==> src/rtl/bus_arbiter_nx1_pkg.sv <==
// Shared types and helpers for the N:1 bus arbiter.
// State encoding and a constant-safe clog2.
package bus_arbiter_nx1_pkg;

    typedef enum logic [1:0] {
        IDLE    = 2'b00,
        BUSY    = 2'b01,
        RELEASE = 2'b10
    } arb_state_e;

    function automatic int clog2(input int n);
        int r;
        r = 1;
        while ((1 << r) < n) r++;
        return r;
    endfunction

endpackage

==> src/rtl/bus_arbiter_nx1_picker.sv <==
// Round-robin priority picker: first set request at or after ptr.
// Rotate, priority-encode, un-rotate; purely combinational.
module rr_priority_picker
    import bus_arbiter_nx1_pkg::*;
#(
    parameter int N  = 4,
    parameter int IW = clog2(N)
) (
    input  logic [N-1:0]  req,
    input  logic [IW-1:0] ptr,
    output logic          gnt_valid,
    output logic [IW-1:0] gnt_idx
);

    localparam logic [IW:0] N_W = (IW+1)'(N);

    logic [2*N-1:0] dbl;
    logic [N-1:0]   rot;
    logic [IW-1:0]  off;
    logic [IW:0]    sum;

    // Rotate so that bit 0 is the master at ptr
    always_comb begin
        dbl = {req, req} >> ptr;
        rot = dbl[N-1:0];
    end

    // Lowest set bit of the rotated vector wins
    always_comb begin
        off       = '0;
        gnt_valid = 1'b0;
        for (int i = N - 1; i >= 0; i--) begin
            if (rot[i]) begin
                off       = IW'(i);
                gnt_valid = 1'b1;
            end
        end
    end

    // Map the winning offset back to a master index
    always_comb begin
        sum = {1'b0, off} + {1'b0, ptr};
        if (sum >= N_W) begin
            sum = sum - N_W;
        end
        gnt_idx = sum[IW-1:0];
    end

endmodule

==> src/rtl/bus_arbiter_nx1.sv <==
// N-master to 1-slave bus arbiter, round-robin with per-grant timeout.
// Request fields and responses are registered one cycle each way.
module bus_arbiter_nx1
    import bus_arbiter_nx1_pkg::*;
#(
    parameter int N_MASTERS   = 4,
    parameter int ADDR_W      = 32,
    parameter int DATA_W      = 32,
    parameter int TIMEOUT_CYC = 0,
    localparam int BE_W       = DATA_W / 8,
    localparam int IW         = clog2(N_MASTERS)
) (
    input  logic                        i_clk,
    input  logic                        i_rst,
    input  logic [N_MASTERS-1:0]        i_bus_en,
    input  logic [N_MASTERS-1:0]        i_wr_rd,
    input  logic [N_MASTERS*DATA_W-1:0] i_wr_data,
    input  logic [N_MASTERS*ADDR_W-1:0] i_addr,
    input  logic [N_MASTERS*BE_W-1:0]   i_byte_en,
    output logic [N_MASTERS-1:0]        o_ack,
    output logic [N_MASTERS-1:0]        o_err,
    output logic [N_MASTERS*DATA_W-1:0] o_rd_data,
    input  logic                        i_ack,
    input  logic [DATA_W-1:0]           i_rd_data,
    output logic                        o_bus_en,
    output logic                        o_wr_en,
    output logic [DATA_W-1:0]           o_wr_data,
    output logic [ADDR_W-1:0]           o_addr,
    output logic [BE_W-1:0]             o_byte_en,
    output logic                        o_grant_valid,
    output logic [IW-1:0]               o_grant_idx
);

    localparam int CW = clog2(TIMEOUT_CYC + 1);
    localparam logic [CW-1:0] TO_LAST =
        CW'((TIMEOUT_CYC == 0) ? 0 : TIMEOUT_CYC - 1);
    localparam logic [CW-1:0] TO_MAX = CW'(TIMEOUT_CYC);

    arb_state_e state_q, state_d;

    logic [IW-1:0]               grant_q, grant_d;
    logic [IW-1:0]               rr_ptr_q, rr_ptr_d;
    logic [CW-1:0]               cnt_q, cnt_d;
    logic [N_MASTERS-1:0]        ack_q, ack_d;
    logic [N_MASTERS-1:0]        err_q, err_d;
    logic [N_MASTERS*DATA_W-1:0] rd_data_q, rd_data_d;
    logic                        bus_en_q, bus_en_d;
    logic                        wr_en_q, wr_en_d;
    logic [DATA_W-1:0]           wr_data_q, wr_data_d;
    logic [ADDR_W-1:0]           addr_q, addr_d;
    logic [BE_W-1:0]             byte_en_q, byte_en_d;

    logic              pick_valid;
    logic [IW-1:0]     pick_idx;
    logic              sel_en;
    logic              sel_wr;
    logic [DATA_W-1:0] sel_wdata;
    logic [ADDR_W-1:0] sel_addr;
    logic [BE_W-1:0]   sel_be;
    logic              busy;
    logic              to_hit;
    logic              ack_ev;
    logic              to_ev;
    logic              abort_ev;
    logic [IW-1:0]     g_next;

    rr_priority_picker #(
        .N  (N_MASTERS),
        .IW (IW)
    ) u_pick (
        .req       (i_bus_en),
        .ptr       (rr_ptr_q),
        .gnt_valid (pick_valid),
        .gnt_idx   (pick_idx)
    );

    // Select the granted master's request fields
    always_comb begin
        sel_en    = 1'b0;
        sel_wr    = 1'b0;
        sel_wdata = '0;
        sel_addr  = '0;
        sel_be    = '0;
        for (int m = 0; m < N_MASTERS; m++) begin
            if (grant_q == IW'(m)) begin
                sel_en    = i_bus_en[m];
                sel_wr    = i_wr_rd[m];
                sel_wdata = i_wr_data[m*DATA_W +: DATA_W];
                sel_addr  = i_addr[m*ADDR_W +: ADDR_W];
                sel_be    = i_byte_en[m*BE_W +: BE_W];
            end
        end
    end

    // Ack beats timeout; a vanished master aborts before timing out
    assign busy     = (state_q == BUSY);
    assign to_hit   = (TIMEOUT_CYC != 0) && (cnt_q == TO_LAST);
    assign ack_ev   = busy && i_ack;
    assign abort_ev = busy && !i_ack && !sel_en;
    assign to_ev    = busy && !i_ack && sel_en && to_hit;
    assign g_next   = (grant_q == IW'(N_MASTERS - 1)) ? '0 : grant_q + 1'b1;

    // State register
    always_ff @(posedge i_clk) begin
        if (!i_rst) begin
            state_q <= IDLE;
        end else begin
            state_q <= state_d;
        end
    end

    // Next-state logic
    always_comb begin
        state_d = state_q;
        unique case (state_q)
            IDLE: begin
                if (pick_valid) state_d = BUSY;
            end
            BUSY: begin
                if (ack_ev || to_ev) begin
                    state_d = RELEASE;
                end else if (abort_ev) begin
                    state_d = IDLE;
                end
            end
            RELEASE: state_d = IDLE;
            default: state_d = IDLE;
        endcase
    end

    // Output and datapath next values
    always_comb begin
        grant_d   = grant_q;
        rr_ptr_d  = rr_ptr_q;
        cnt_d     = cnt_q;
        ack_d     = '0;
        err_d     = '0;
        rd_data_d = '0;
        bus_en_d  = 1'b0;
        wr_en_d   = 1'b0;
        wr_data_d = '0;
        addr_d    = '0;
        byte_en_d = '0;
        if (state_q == IDLE) begin
            cnt_d = '0;
            if (pick_valid) grant_d = pick_idx;
        end
        if (busy) begin
            bus_en_d  = sel_en && !i_ack && !to_hit;
            wr_en_d   = sel_wr;
            wr_data_d = sel_wdata;
            addr_d    = sel_addr;
            byte_en_d = sel_be;
            if (cnt_q != TO_MAX) cnt_d = cnt_q + 1'b1;
            if (ack_ev || to_ev || abort_ev) rr_ptr_d = g_next;
            for (int m = 0; m < N_MASTERS; m++) begin
                if (grant_q == IW'(m)) begin
                    if (ack_ev) begin
                        ack_d[m] = 1'b1;
                        rd_data_d[m*DATA_W +: DATA_W] = i_rd_data;
                    end
                    if (to_ev) begin
                        ack_d[m] = 1'b1;
                        err_d[m] = 1'b1;
                    end
                end
            end
        end
    end

    // Datapath and response registers
    always_ff @(posedge i_clk) begin
        if (!i_rst) begin
            grant_q   <= '0;
            rr_ptr_q  <= '0;
            cnt_q     <= '0;
            ack_q     <= '0;
            err_q     <= '0;
            rd_data_q <= '0;
            bus_en_q  <= 1'b0;
            wr_en_q   <= 1'b0;
            wr_data_q <= '0;
            addr_q    <= '0;
            byte_en_q <= '0;
        end else begin
            grant_q   <= grant_d;
            rr_ptr_q  <= rr_ptr_d;
            cnt_q     <= cnt_d;
            ack_q     <= ack_d;
            err_q     <= err_d;
            rd_data_q <= rd_data_d;
            bus_en_q  <= bus_en_d;
            wr_en_q   <= wr_en_d;
            wr_data_q <= wr_data_d;
            addr_q    <= addr_d;
            byte_en_q <= byte_en_d;
        end
    end

    assign o_ack         = ack_q;
    assign o_err         = err_q;
    assign o_rd_data     = rd_data_q;
    assign o_bus_en      = bus_en_q;
    assign o_wr_en       = wr_en_q;
    assign o_wr_data     = wr_data_q;
    assign o_addr        = addr_q;
    assign o_byte_en     = byte_en_q;
    assign o_grant_valid = busy;
    assign o_grant_idx   = grant_q;

endmodule

==> config.mk <==
export PLATFORM = sky130hd
export DESIGN_NAME = bus_arbiter_nx1
export DESIGN_NICKNAME = d
export VERILOG_FILES = /design/src/rtl/bus_arbiter_nx1_pkg.sv /design/src/rtl/bus_arbiter_nx1_picker.sv /design/src/rtl/bus_arbiter_nx1.sv
export SDC_FILE = /design/constraint.sdc
export NUM_CORES = 1
export LEC_CHECK = 0
export ABC_AREA = 0
export CAP_MARGIN = 10
export CORE_AREA = 5 5 200 202
export CTS_CLUSTER_SIZE = 30
export DETAILED_ROUTE_END_ITERATION = 10
export DIE_AREA = 0 0 205 207
export SYNTH_ARGS = -nofsm -noshare
export SYNTH_HDL_FRONTEND = slang
export SYNTH_HIERARCHICAL = 1
export SYNTH_SLANG_ARGS = --single-unit
==> constraint.sdc <==
create_clock -name i_clk -period 3.26 [get_ports i_clk]
set_clock_uncertainty 0.05 [all_clocks]
set_input_delay 0.326 -clock i_clk [delete_from_list [all_inputs] [get_ports i_clk]]
set_output_delay 0.326 -clock i_clk [all_outputs]
set_load 0.02 [all_outputs]
# --- Word-level counts from Yosys, hierarchy flattened ---
# Cells that the tools add are included.
totals:
  register_bits: 208
  out_inout_bits: 209
  elab_cells: 80
op_classes:
  n_addsub: 3
  order_cmp: 1
  n_eq_ne: 6
  n_shift: 1
  muxes: 36
  reduce_logical: 17
ops:
  columns: ["op", "count"]
  rows:
  - ["32-bit 2-to-1 mux", 9]
  - ["2-bit 2-to-1 mux", 9]
  - ["4-bit 2-to-1 mux", 4]
  - ["1-bit 2-to-1 mux", 13]
  - ["3-bit AND reduction", 4]
  - ["2-bit AND reduction", 4]
  - ["8-bit by 2-bit >> shifter with 4-bit output", 1]
  - ["2-bit by 1-bit equality test with 1-bit output (second input constant)", 2]
  - ["2-bit equality test (second input constant)", 2]
  - ["1-bit logical AND", 4]
  - ["2-bit logical NOT", 2]
  - ["2-bit one-hot mux with 2 select lines", 1]
  - ["2-bit by 2-bit adder with 3-bit output", 1]
  - ["3-bit >= comparator (second input constant)", 1]
  - ["3-bit by 1-bit inequality test with 1-bit output (second input constant)", 1]
  - ["2-bit by 1-bit adder with 2-bit output (second input constant)", 1]
  - ["1-bit logical NOT", 2]
  - ["2-bit inequality test (second input constant)", 1]
  - ["2-bit by 1-bit subtractor with 2-bit output (second input constant)", 1]
  - ["1-bit logical OR", 1]

# --- Logic depth before layout (Yosys ltp) ---
depth:
  ltp_word: 10
  mapped_depth: 9
  mapped_depth_nobuf: 9

# --- Modules after synthesis ---
# The synthesis kept the hierarchy.
by_module_without_submodules:
  columns: ["mod", "instances", "cells_each", "area_each_um2", "seq_area_each_um2"]
  rows:
  - ["bus_arbiter_nx1", 1, 735, 7538.5, 4164.0]
  - ["rr_priority_picker", 1, 23, 180.2, 0.0]

# --- Worst setup path after synthesis ---
# OpenSTA, ideal clock, no wires.
synth_path:
  kind: "reg2reg"
  startpoint: "register grant_q[0], in the netlist o_grant_idx[0]"
  endpoint: "register wr_data_q[13], in the netlist o_wr_data[13]"
  setup_ns: 0.117
  t_arrival_ns: 1.741
  required_time_ns: 3.093
  setup_slack_ns: 1.352
  stages_incl_launch_ff: 10
  n_path_buf: 3
  path_cell_list: "dfxtp_1 -> inv_1 -> ha_1 -> nor2b_2 -> buf_6 -> buf_6 -> buf_6 -> a22oi_2 -> o21ai_1 -> a22o_1"
synth_between:
  elab_chain_cells: 5
  word_cells_on_any_way: 8
  classes_between: "eq/ne: 3; mux: 4; reduce/logical: 1"
synth_rtl:
  columns: ["element", "line_no", "source"]
  rows:
  - ["start, declared", "bus_arbiter_nx1.sv:41", "logic [IW-1:0] grant_q, grant_d;"]
  - ["start signal, assigned", "bus_arbiter_nx1.sv:186", "grant_q <= grant_d;"]
  - ["2-bit logical NOT", "bus_arbiter_nx1.sv:85", "if (grant_q == IW'(m)) begin"]
  - ["32-bit 2-to-1 mux (3 in series)", "bus_arbiter_nx1.sv:85", null]
  - ["32-bit 2-to-1 mux (*)", "bus_arbiter_nx1.sv:85", null]
  - ["end signal, assigned", "bus_arbiter_nx1.sv:194", "wr_data_q <= wr_data_d;"]
  - ["end, declared", "bus_arbiter_nx1.sv:49", "logic [DATA_W-1:0] wr_data_q, wr_data_d;"]
# Every way passes the cells marked *; elsewhere a longest branch is shown, timed or not.
# A chain may end at the register's enable or synchronous reset.

# --- Worst setup path after layout ---
layout_path:
  startpoint: "register grant_q[1], in the netlist o_grant_idx[1]"
  endpoint: "register wr_data_q[30], in the netlist o_wr_data[30]"
# The elaborated chain is that of the path after synthesis.

==> impl_metrics.yaml <==
worst_setup_path:
  critPathArrivalTime_ns: 2.87
  crit_required_ns: 3.67
  r2r-start: "o_grant_idx[1]$_SDFFE_PN0P_"
  critPathCaptureType: "flop"
  worst-setup-path-type: "flop to flop"
  critPathMaxFanout: 61
  crit_path_start: "o_grant_idx[1]$_SDFFE_PN0P_"
  cp-start-kind: "flop"
power_and_ir_drop:
  p_switching_uw: 2190
  p_seq_frac: 0.359
  p_int_uw: 5360
  p_comb_frac: 0.254
  clockPowerShare: 0.387
  peakVddDrop_uv: 310
  power_density_nw_per_um2: 532
  switching_share: 0.291
  p_leak_uw: 0.00573
sta:
  setup_viol: 0
  finalCriticalPeriod_ns: 2.46
  slew_violations: 0
  slew_headroom: 0.414
  period_share: 0.755
  finalHoldViolations: 0
  rsz0062_at_grt: "false"
  max_clock_freq_mhz: 406
  finalSetupTns_ns: 0
  worstMarginPinSlew_ns: 0.879
place:
  dp_hpwl_um: 27800
  dp.cells: 1736
  port_buffers: 519
  gp_congestion: 0.846
flow_run:
  maxCapViolCount: 0
routing:
  drc: 0
  first_pass_iters: 6
  drtAntennaViolNets: 0
  via_count: 7660
  initialDrtViolationCount: 509
  viasPerCell: 4.31
  top_layer: "met5"
  route.met3.wl_um: 3380
  wl_met2_um: 18200
  routed_wl_um: 37000
  wl_met1_um: 14600
  wl_per_cell_um: 20.8
layout:
  fin_cells: 1777
  area_growth_pct: 84.1
  final_cell_mix: "clkdlybuf4s50_1, dfxtp_1, and3_1"
  num-nets-final: 1564
  multiInputGateArea_um2: 3120
  fill_cells: 3797
  drive_gt1_frac: 0.0676
  ff_latch_area_um2: 4160
  final_common_cell: "clkdlybuf4s50_1"
clocking:
  cts_buffers: 24
  cts.htree.levels: 1
  cts_buffer_depth: 3
  cts.sinks: 208
  cts_tree: "built"
  cts_setup_buffers: 0
  root_buffer: "clkbuf_16"
  clk_latency_ns: 0.53
  path_clk_slew_ns: 0.07
  hold_buffers: 0
  cts_resized: 0
synthesis:
  synth_edf_count: 0
  synth_area_um2: 7720
  yosysUniqueCellTypes: 43
  yosysSeqAreaShare: 0.539
  synthArstFlopShare: 0
  synth-seq-cells: 208
  synthFlopType: "dfxtp_1"
  syn_inst: 758
  yosysWarnings: 6
  avgSynthCellArea_um2: 10.2
die:
  die_y_um: 207
  die-area_um2: 42400
  initial_core_util: 0.203
  fp.dieW_um: 205
  ios: 524
  coreArea_um2: 38100
  rows: 72
grt:
  antenna_found_initial: 4
  grt.overflow.total: 0
  grt.total_usage: 0.162
  grt_max_degree: 77
  grt_pass1_vias: 7562
  grt_pass1_wl_um: 52400
outcome:
  outcome: "finished, final reports clean"
hold_path:
  worstHoldStart: "i_wr_data[103]"
  hp-class: "primary input to flop"
==> Yosys cell counts, drive strengths merged, types with 2 or more instances <==
cell / instances / area share
dfxtp: 208 / 0.54
and3: 130 / 0.11
nand2: 76 / 0.037
o21ai: 70 / 0.046
a22o: 69 / 0.078
a22oi: 68 / 0.079
buf: 46 / 0.044
clkbuf: 34 / 0.017
a21oi: 6 / 0.0039
nor2: 6 / 0.0032
nor2b: 6 / 0.0062
ha: 5 / 0.0081
inv: 5 / 0.0024
and2: 4 / 0.0032
and3b: 2 / 0.0023
mux2i: 2 / 0.0026
nand2b: 2 / 0.0016
nor3: 2 / 0.0013
o211ai: 2 / 0.0026
xnor2: 2 / 0.0023
==> registers in the layout, summed over array words and instances (netlist names) <==
signal and count:
state_q 2, o_wr_en 1, o_grant_idx 2, o_bus_en 1, rr_ptr_q 2, o_ack 4, o_rd_data 128, o_addr 32
o_byte_en 4, o_wr_data 32
==> final timing paths <==
kind / end / slack, ns / depth (start not counted)
max reg2reg: o_wr_data[30]$_SDFF_PN0_ / 0.80 / 7
min reg2reg: rr_ptr_q[1]$_SDFFE_PN0P_ / 0.53 / 2
min: o_wr_data[7]$_SDFF_PN0_ / 0.34 / 2
max: o_wr_data[30]$_SDFF_PN0_ / 0.80 / 7
==> per-layer routing <==
metal | vias to the layer above | global-route usage
li1 | 3700 | -
met1 | 3601 | 0.199
met2 | 305 | 0.277
met3 | 50 | 0.0504
met4 | 4 | 0.0370
met5 | - | 0
==> final cells by class <==
type	count	share of cell area
Timing Repair Buffer	537	0.380
Sequential cell	208	0.293
Multi-Input combinational cell	468	0.220
Tap cell	518	0.0456
Clock buffer	31	0.0455
Clock inverter	9	0.0143
Inverter	5	0.00132
Antenna cell	1	0.000176
==> power groups by stage <==
stage	registers, µW	clock network, µW	logic (µW)
detailed placement	2760	0	1930
floorplan	2880	0	884
CTS	2710	3020	1930
global route	2720	3120	2070
finish	2710	2920	1920
global placement	2760	0	1910
==> critical path, cell delays in order (launching register included) <==
cell and delay (ns):
dfxtp_1 0.41, inv_1 0.13, ha_4 0.35, nor2b_4 0.17, buf_4 0.61, a22oi_1 0.15
o21ai_0 0.23, a22o_1 0.19
==> metrics by stage <==
| stage | power (µW) | worst slack [ns] | hold slack (ns) | cell area [µm²] | utilization |
|---|---|---|---|---|---|
| 2_1_floorplan | 3770 | 1.35 | 0.402 | 7730 | - |
| 3_3_place_gp | 4680 | 0.838 | 0.494 | 13400 | 0.351 |
| 3_5_place_dp | 4690 | 0.813 | 0.509 | 13400 | 0.351 |
| 4_1_cts | 7660 | 0.776 | 0.303 | 14200 | 0.373 |
| 5_1_grt | 7900 | 0.652 | 0.314 | 14200 | 0.373 |
| 6_report | 7550 | 0.797 | 0.341 | 14200 | 0.373 |
==> cells by family after synthesis <==
kind of cell / share of synthesized area
compound gates: 0.218
xor+xnor: 0.00227
fa+ha+maj: 0.00811
buf+inv: 0.0626
flops: 0.539
mux: 0.00454
other cells: 0.000486
simple gates: 0.164
(Power assumes the default switching activity.)
